[config.mk]
export PLATFORM = sky130hd
export DESIGN_NAME = tr_ramp_step_gen
export DESIGN_NICKNAME = d
export VERILOG_FILES = /design/src/rtl/tr_ramp_step_gen.sv
export SDC_FILE = /design/constraint.sdc
export NUM_CORES = 2
export LEC_CHECK = 0
export BUFFER_PORTS_ARGS = -buffer_cell sky130_fd_sc_hd__buf_2
export CAP_MARGIN = 10
export CORE_AREA = 2 2 248 250
export DETAILED_ROUTE_END_ITERATION = 10
export DIE_AREA = 0 0 250 252
export MAX_ROUTING_LAYER = met4
export PLACE_DENSITY = 0.89
export SYNTH_ARGS = -nofsm -noshare
export SYNTH_HDL_FRONTEND = slang
export SYNTH_SLANG_ARGS = --single-unit
[constraint.sdc]
create_clock -name clk -period 17.8 [get_ports clk]
set_input_delay 0 -clock clk [delete_from_list [all_inputs] [get_ports clk]]
set_output_delay 0 -clock clk [all_outputs]
set_load 0.02 [all_outputs]
[src/rtl/tr_ramp_step_gen.sv]
// rtl/tr_ramp_step_gen.sv - tracking stepper controller: deviation -> target rate, slew limiter, NCO step pulses
// Ports:
//   clk, rst (async, active-low)          clock and reset
//   data_valid, x                         1-cycle strobe and ADC sample
//   tr_mode_enable                        1 = track, 0 = ramp down to stop
//   x0, dx1, dx2                          centre, dead-band edge, saturation edge
//   f_min, f_max, k, accel                rate at dx1, max rate, slope, max change per update
//   drv_step, drv_dir, drv_enable_SM      motor driver step pulse, direction, enable
//   rate                                  current slewed rate word
//   step_overrun                          sticky: NCO carry lost while a pulse was high
module tr_ramp_step_gen #(
  parameter int X_W       = 36,
  parameter int RATE_W    = 17,
  parameter int K_W       = 16,
  parameter int ACC_W     = 26,
  parameter int PULSE_CYC = 4
) (
  input  logic              clk,
  input  logic              rst,
  input  logic              data_valid,
  input  logic              tr_mode_enable,
  input  logic [X_W-1:0]    x,
  input  logic [X_W-1:0]    x0,
  input  logic [X_W-1:0]    dx1,
  input  logic [X_W-1:0]    dx2,
  input  logic [RATE_W-1:0] f_min,
  input  logic [RATE_W-1:0] f_max,
  input  logic [K_W-1:0]    k,
  input  logic [RATE_W-1:0] accel,
  output logic              drv_step,
  output logic              drv_dir,
  output logic              drv_enable_SM,
  output logic [RATE_W-1:0] rate,
  output logic              step_overrun
);
  localparam int PROD_W = X_W + K_W + 1;
  localparam int SUM_W  = ACC_W + 1;
  localparam int CNT_W  = $clog2(PULSE_CYC + 1);

  typedef enum logic [1:0] {IDLE, RUN, BRAKE, REVERSE} state_t;
  state_t state_q, state_d;

  logic              valid1_q, valid1_d;
  logic [X_W-1:0]    abs_e_q, abs_e_d;
  logic              tgt_dir1_q, tgt_dir1_d;
  logic              valid2_q, valid2_d;
  logic [RATE_W-1:0] target_q, target_d;
  logic              tgt_dir2_q, tgt_dir2_d;
  logic [RATE_W-1:0] rate_q, rate_d;
  logic              dir_q, dir_d;
  logic              en_q, en_d;
  logic              stopping_q, stopping_d;
  logic              overrun_q, overrun_d;
  logic [ACC_W-1:0]  acc_q, acc_d;
  logic [CNT_W-1:0]  pulse_cnt_q, pulse_cnt_d;

  logic [X_W-1:0]    excess;
  logic [PROD_W-1:0] lin_full;
  logic [SUM_W-1:0]  nco_sum;

  // Linear band evaluated wide enough that a large k can never wrap below f_max.
  assign excess   = abs_e_q - dx1;
  assign lin_full = PROD_W'(f_min) + PROD_W'(excess) * PROD_W'(k);
  assign nco_sum  = {1'b0, acc_q} + SUM_W'(rate_q);

  function automatic logic [RATE_W-1:0] ramp(input logic [RATE_W-1:0] cur,
                                             input logic [RATE_W-1:0] goal,
                                             input logic [RATE_W-1:0] step);
    logic [RATE_W-1:0] diff;
    if (goal >= cur) begin
      diff = goal - cur;
      ramp = cur + ((diff < step) ? diff : step);
    end else begin
      diff = cur - goal;
      ramp = cur - ((diff < step) ? diff : step);
    end
  endfunction

  always_comb begin
    valid1_d    = data_valid;
    abs_e_d     = abs_e_q;
    tgt_dir1_d  = tgt_dir1_q;
    valid2_d    = valid1_q;
    target_d    = target_q;
    tgt_dir2_d  = tgt_dir2_q;
    state_d     = state_q;
    rate_d      = rate_q;
    dir_d       = dir_q;
    en_d        = en_q;
    stopping_d  = stopping_q;
    overrun_d   = overrun_q;
    acc_d       = acc_q;
    pulse_cnt_d = (pulse_cnt_q != '0) ? pulse_cnt_q - CNT_W'(1) : '0;

    // S1: magnitude and sign of deviation; e == 0 keeps the current direction.
    if (data_valid) begin
      abs_e_d    = (x >= x0) ? x - x0 : x0 - x;
      tgt_dir1_d = (x > x0) ? 1'b1 : ((x < x0) ? 1'b0 : dir_q);
    end

    // S2: target rate.  |e| > dx1 >= dx2 falls into the f_max branch naturally.
    if (valid1_q) begin
      tgt_dir2_d = tgt_dir1_q;
      if (!tr_mode_enable || abs_e_q <= dx1)
        target_d = '0;
      else if (abs_e_q >= dx2 || lin_full >= PROD_W'(f_max))
        target_d = f_max;
      else
        target_d = lin_full[RATE_W-1:0];
    end

    // NCO: a carry launches a pulse next cycle unless one is still high.
    if (state_q == RUN || state_q == BRAKE) begin
      acc_d = nco_sum[ACC_W-1:0];
      if (nco_sum[ACC_W]) begin
        if (pulse_cnt_q != '0) overrun_d = 1'b1;
        else                   pulse_cnt_d = CNT_W'(PULSE_CYC);
      end
    end

    case (state_q)
      IDLE: begin
        en_d = 1'b0;
        if (valid2_q && target_q != '0) begin
          dir_d      = tgt_dir2_q;
          en_d       = 1'b1;
          rate_d     = ramp(rate_q, target_q, accel);
          stopping_d = 1'b0;
          state_d    = RUN;
        end
      end
      RUN: begin
        if (valid2_q && tgt_dir2_q != dir_q) begin
          rate_d     = ramp(rate_q, '0, accel);
          stopping_d = 1'b0;
          state_d    = BRAKE;
        end else begin
          if (valid2_q) begin
            rate_d     = ramp(rate_q, target_q, accel);
            stopping_d = (target_q == '0) && (rate_d == '0);
          end
          // rate_q == 0 guarantees no carry can start a pulse this cycle.
          if (stopping_d && rate_q == '0 && pulse_cnt_q == '0) begin
            en_d       = 1'b0;
            stopping_d = 1'b0;
            state_d    = IDLE;
          end
        end
      end
      BRAKE: begin
        if (valid2_q) begin
          if (rate_q == '0 && pulse_cnt_q == '0) state_d = REVERSE;
          else                                   rate_d  = ramp(rate_q, '0, accel);
        end
      end
      REVERSE: begin
        dir_d   = ~dir_q;
        acc_d   = '0;
        state_d = RUN;
        // An update landing here still counts, against the new direction.
        if (valid2_q && tgt_dir2_q == ~dir_q) rate_d = ramp(rate_q, target_q, accel);
      end
      default: state_d = IDLE;
    endcase
  end

  always_ff @(posedge clk or negedge rst) begin
    if (!rst) begin
      state_q     <= IDLE;
      valid1_q    <= 1'b0;
      abs_e_q     <= '0;
      tgt_dir1_q  <= 1'b0;
      valid2_q    <= 1'b0;
      target_q    <= '0;
      tgt_dir2_q  <= 1'b0;
      rate_q      <= '0;
      dir_q       <= 1'b0;
      en_q        <= 1'b0;
      stopping_q  <= 1'b0;
      overrun_q   <= 1'b0;
      acc_q       <= '0;
      pulse_cnt_q <= '0;
    end else begin
      state_q     <= state_d;
      valid1_q    <= valid1_d;
      abs_e_q     <= abs_e_d;
      tgt_dir1_q  <= tgt_dir1_d;
      valid2_q    <= valid2_d;
      target_q    <= target_d;
      tgt_dir2_q  <= tgt_dir2_d;
      rate_q      <= rate_d;
      dir_q       <= dir_d;
      en_q        <= en_d;
      stopping_q  <= stopping_d;
      overrun_q   <= overrun_d;
      acc_q       <= acc_d;
      pulse_cnt_q <= pulse_cnt_d;
    end
  end

  assign drv_step      = (pulse_cnt_q != '0);
  assign drv_dir       = dir_q;
  assign drv_enable_SM = en_q;
  assign rate          = rate_q;
  assign step_overrun  = overrun_q;

endmodule

==> metrics.csv <==
metric;value;unit
vias;35600;
fin_nets;6063;
grt.total_usage;38.4;%
rows;90;
crit_required;18.04;ns
clkLatencyLatePin;0.39;ns
cts_hold_buf;15;
slowest_delay;0.59;ns
crit_family;adder cells;
fin_skew;0.0216;ns
setup_tns;0;ns
gp_congestion;1.04;
worst_slack;6.83;ns
portBuffers;235;
viasPerCell;6.27;
core_area;60100;um^2
cts-root-buf;clkbuf_16;
post_cts_buffers;0;
arrival;11.21;ns
outcome;completed;
final_cell_mix;inv_1 (830), nand2_1 (521), fa_1 (500);
dieWidth;250;um
ys_warn_count;0;
min_path_type;in -> reg;
antenna_found_initial;7;
cts_tree;yes;
dp_hpwl;94.4;mm
period_share;61.6;%
synth_edf_count;0;
yosysSeqAreaShare;7.02;%
drc_errors;0;
wl;117;mm
crit_path_end_kind;flip-flop;
area_delta_synth_final;5.30;%
clkTransAtPathRegs;0.09;ns
first_pass_iters;7;
slowest_stage;fa_1;
fmax;0.0911;GHz
max_cap_viol_count;0;
worstReg2RegStart;abs_e_q[1]$_DFFE_PN0P_;
dieHeight;252;um
rsz0062_at_grt;false;
mostFrequentLayoutCell;inv_1;
cts.path.max_buffers;2;
worstSetupPathType;reg -> reg;
start_util;64.6;%
synth_flop_cell;dfrtp_1;
reg2regPathDepth;40;
cts_buffers;9;
gr-total-overflow;0;
grt_pass1_vias;35700;
ys_ff_latch;109;
synth.avg_cell_area;8.11;um^2
fin_crit;10.97;ns
setup_violations;0;
netlist_area;38900;um^2
post_cts_resized;0;
syn_inst;4795;
fin_cells;5679;
critPathMaxFanout;16;
min_path_cells;3;
synth_cell_type_count;111;
drt_iter0_drc;3425;
cts.sink_count;109;
wl_per_cell;20.5;um
ios;236;
cp.buffers_inverters;6;
synth-async-reset-ratio;100;%
dpl_worst_slack;6.40;ns
synth_fp_nets;5976;
fp.dieArea;63000;um^2
grt_first_pass_wirelength;187;mm
critPathLaunch;abs_e_q[1]$_DFFE_PN0P_;
dp_cells;5637;
drive_gt1_share;7.73;%
crit_cells;40;
hold_viol;0;
ant_nets;0;
hp-start;f_max[5];
cpMostUsedCell;fa_1;
slew_violations;0;
tightest_slew;1.11;ns
htree_levels;3;
grt_max_degree;65;
slew_headroom;25.8;%
crit_path_start_kind;flip-flop;
[path summary, 6_finish.rpt]
| path | to | slack, ns |
|---|---|---|
| min in group asynchronous | abs_e_q[23]$_DFFE_PN0P_ | 0.26 |
| max in group asynchronous | rate[7]$_DFFE_PN0P_ | 16.30 |
| worst max-delay path | target_q[15]$_DFFE_PN0P_ | 6.83 |
| worst min-delay path | target_q[5]$_DFFE_PN0P_ | 0.006 |
| worst min register to register | pulse_cnt_q[0]$_DFF_PN0_ | 0.47 |
| worst max register to register | target_q[15]$_DFFE_PN0P_ | 6.83 |
[layout make-up]
cell class / count / area, um^2
clock buffers: 9 / 225
fillers: 4784 / 19200
multi-input cells: 3639 / 32100
repair buffers: 293 / 1660
well taps: 782 / 978
diodes: 10 / 25.0
flip-flops and latches: 109 / 2730
clock inverters: 7 / 101
inverters: 830 / 3120
[flip-flops by register name, indices dropped and copies added, names as in the netlist]
register,flops
abs_e_q,36
acc_q,26
step_overrun,1
rate,17
valid1_q,1
drv_enable_SM,1
pulse_cnt_q,3
tgt_dir2_q,1
valid2_q,1
target_q,17
stopping_q,1
state_q,2
drv_dir,1
tgt_dir1_q,1
[per-stage QoR]
stage          util [%]  area [um^2]  hold WS, ns
6_report           68.1        40900      0.00574
5_1_grt            68.0        40900      0.00385
4_1_cts            68.0        40900      0.00294
3_5_place_dp       67.2        40400        0.117
3_3_place_gp       67.2        40400        0.103
2_1_floorplan         -        38900       -0.296
[worst min-delay path, stage by stage]
cell and delay (ns):
buf_2 0.14, mux2i_1 0.09, o22ai_1 0.11
[Yosys cell counts, types with 8 or more instances]
cell type / count / area share, %
a2111oi_0: 8 / 0.18
a211o_1: 10 / 0.23
a211oi_1: 33 / 0.64
a21boi_0: 9 / 0.17
a21o_1: 127 / 2.5
a21oi_1: 296 / 3.8
a221oi_1: 22 / 0.50
a22o_1: 15 / 0.34
a31oi_1: 32 / 0.52
a41oi_1: 11 / 0.25
and2_1: 254 / 4.1
and3_1: 21 / 0.34
and4_1: 12 / 0.27
buf_1: 14 / 0.14
buf_2: 18 / 0.23
buf_6: 10 / 0.29
clkbuf_1: 161 / 1.6
clkbuf_8: 8 / 0.28
dfrtp_1: 109 / 7.0
fa_1: 500 / 26
ha_1: 466 / 15
inv_1: 830 / 8.0
mux2_2: 20 / 0.58
mux2i_1: 83 / 2.1
nand2_1: 521 / 5.0
nand2b_1: 37 / 0.60
nand3_1: 72 / 0.93
nand3b_1: 8 / 0.15
nand4_1: 64 / 1.0
nor2_1: 191 / 1.8
nor2b_1: 57 / 0.92
nor3_1: 63 / 0.81
nor3b_1: 8 / 0.15
nor4_1: 18 / 0.29
o2111ai_1: 12 / 0.27
o211ai_1: 28 / 0.54
o21a_1: 24 / 0.46
o21ai_0: 166 / 2.1
o21ai_1: 12 / 0.15
o21bai_1: 36 / 0.70
o22ai_1: 29 / 0.47
o31ai_1: 12 / 0.23
or3_1: 20 / 0.32
xnor2_1: 158 / 3.6
xor2_1: 65 / 1.5
[cells by family (layout without fill, tap and decap cells)]
family	after synthesis	count (layout)	share of synthesized area, %
XOR/XNOR	223	223	5.02
adder cells (fa/ha/maj)	966	966	40.8
AO/OA/AOI/OAI	965	965	16.2
buffers and inverters	1047	1139	10.7
AND/OR/NAND/NOR	1382	1382	17.6
other	0	10	0
flip-flops	109	109	7.02
multiplexers	103	103	2.72
[per-layer routing]
| metal | wire [um] | track usage (%) |
|---|---|---|
| met5 | 0 | - |
| met4 | 7560 | 19.9 |
| met3 | 11300 | 5.78 |
| met2 | 53200 | 61.0 |
| met1 | 44500 | 47.9 |
Power is left out: the tool's default activity adds up to more than one toggle a clock period on the data nets, which glitch-free logic cannot reach.
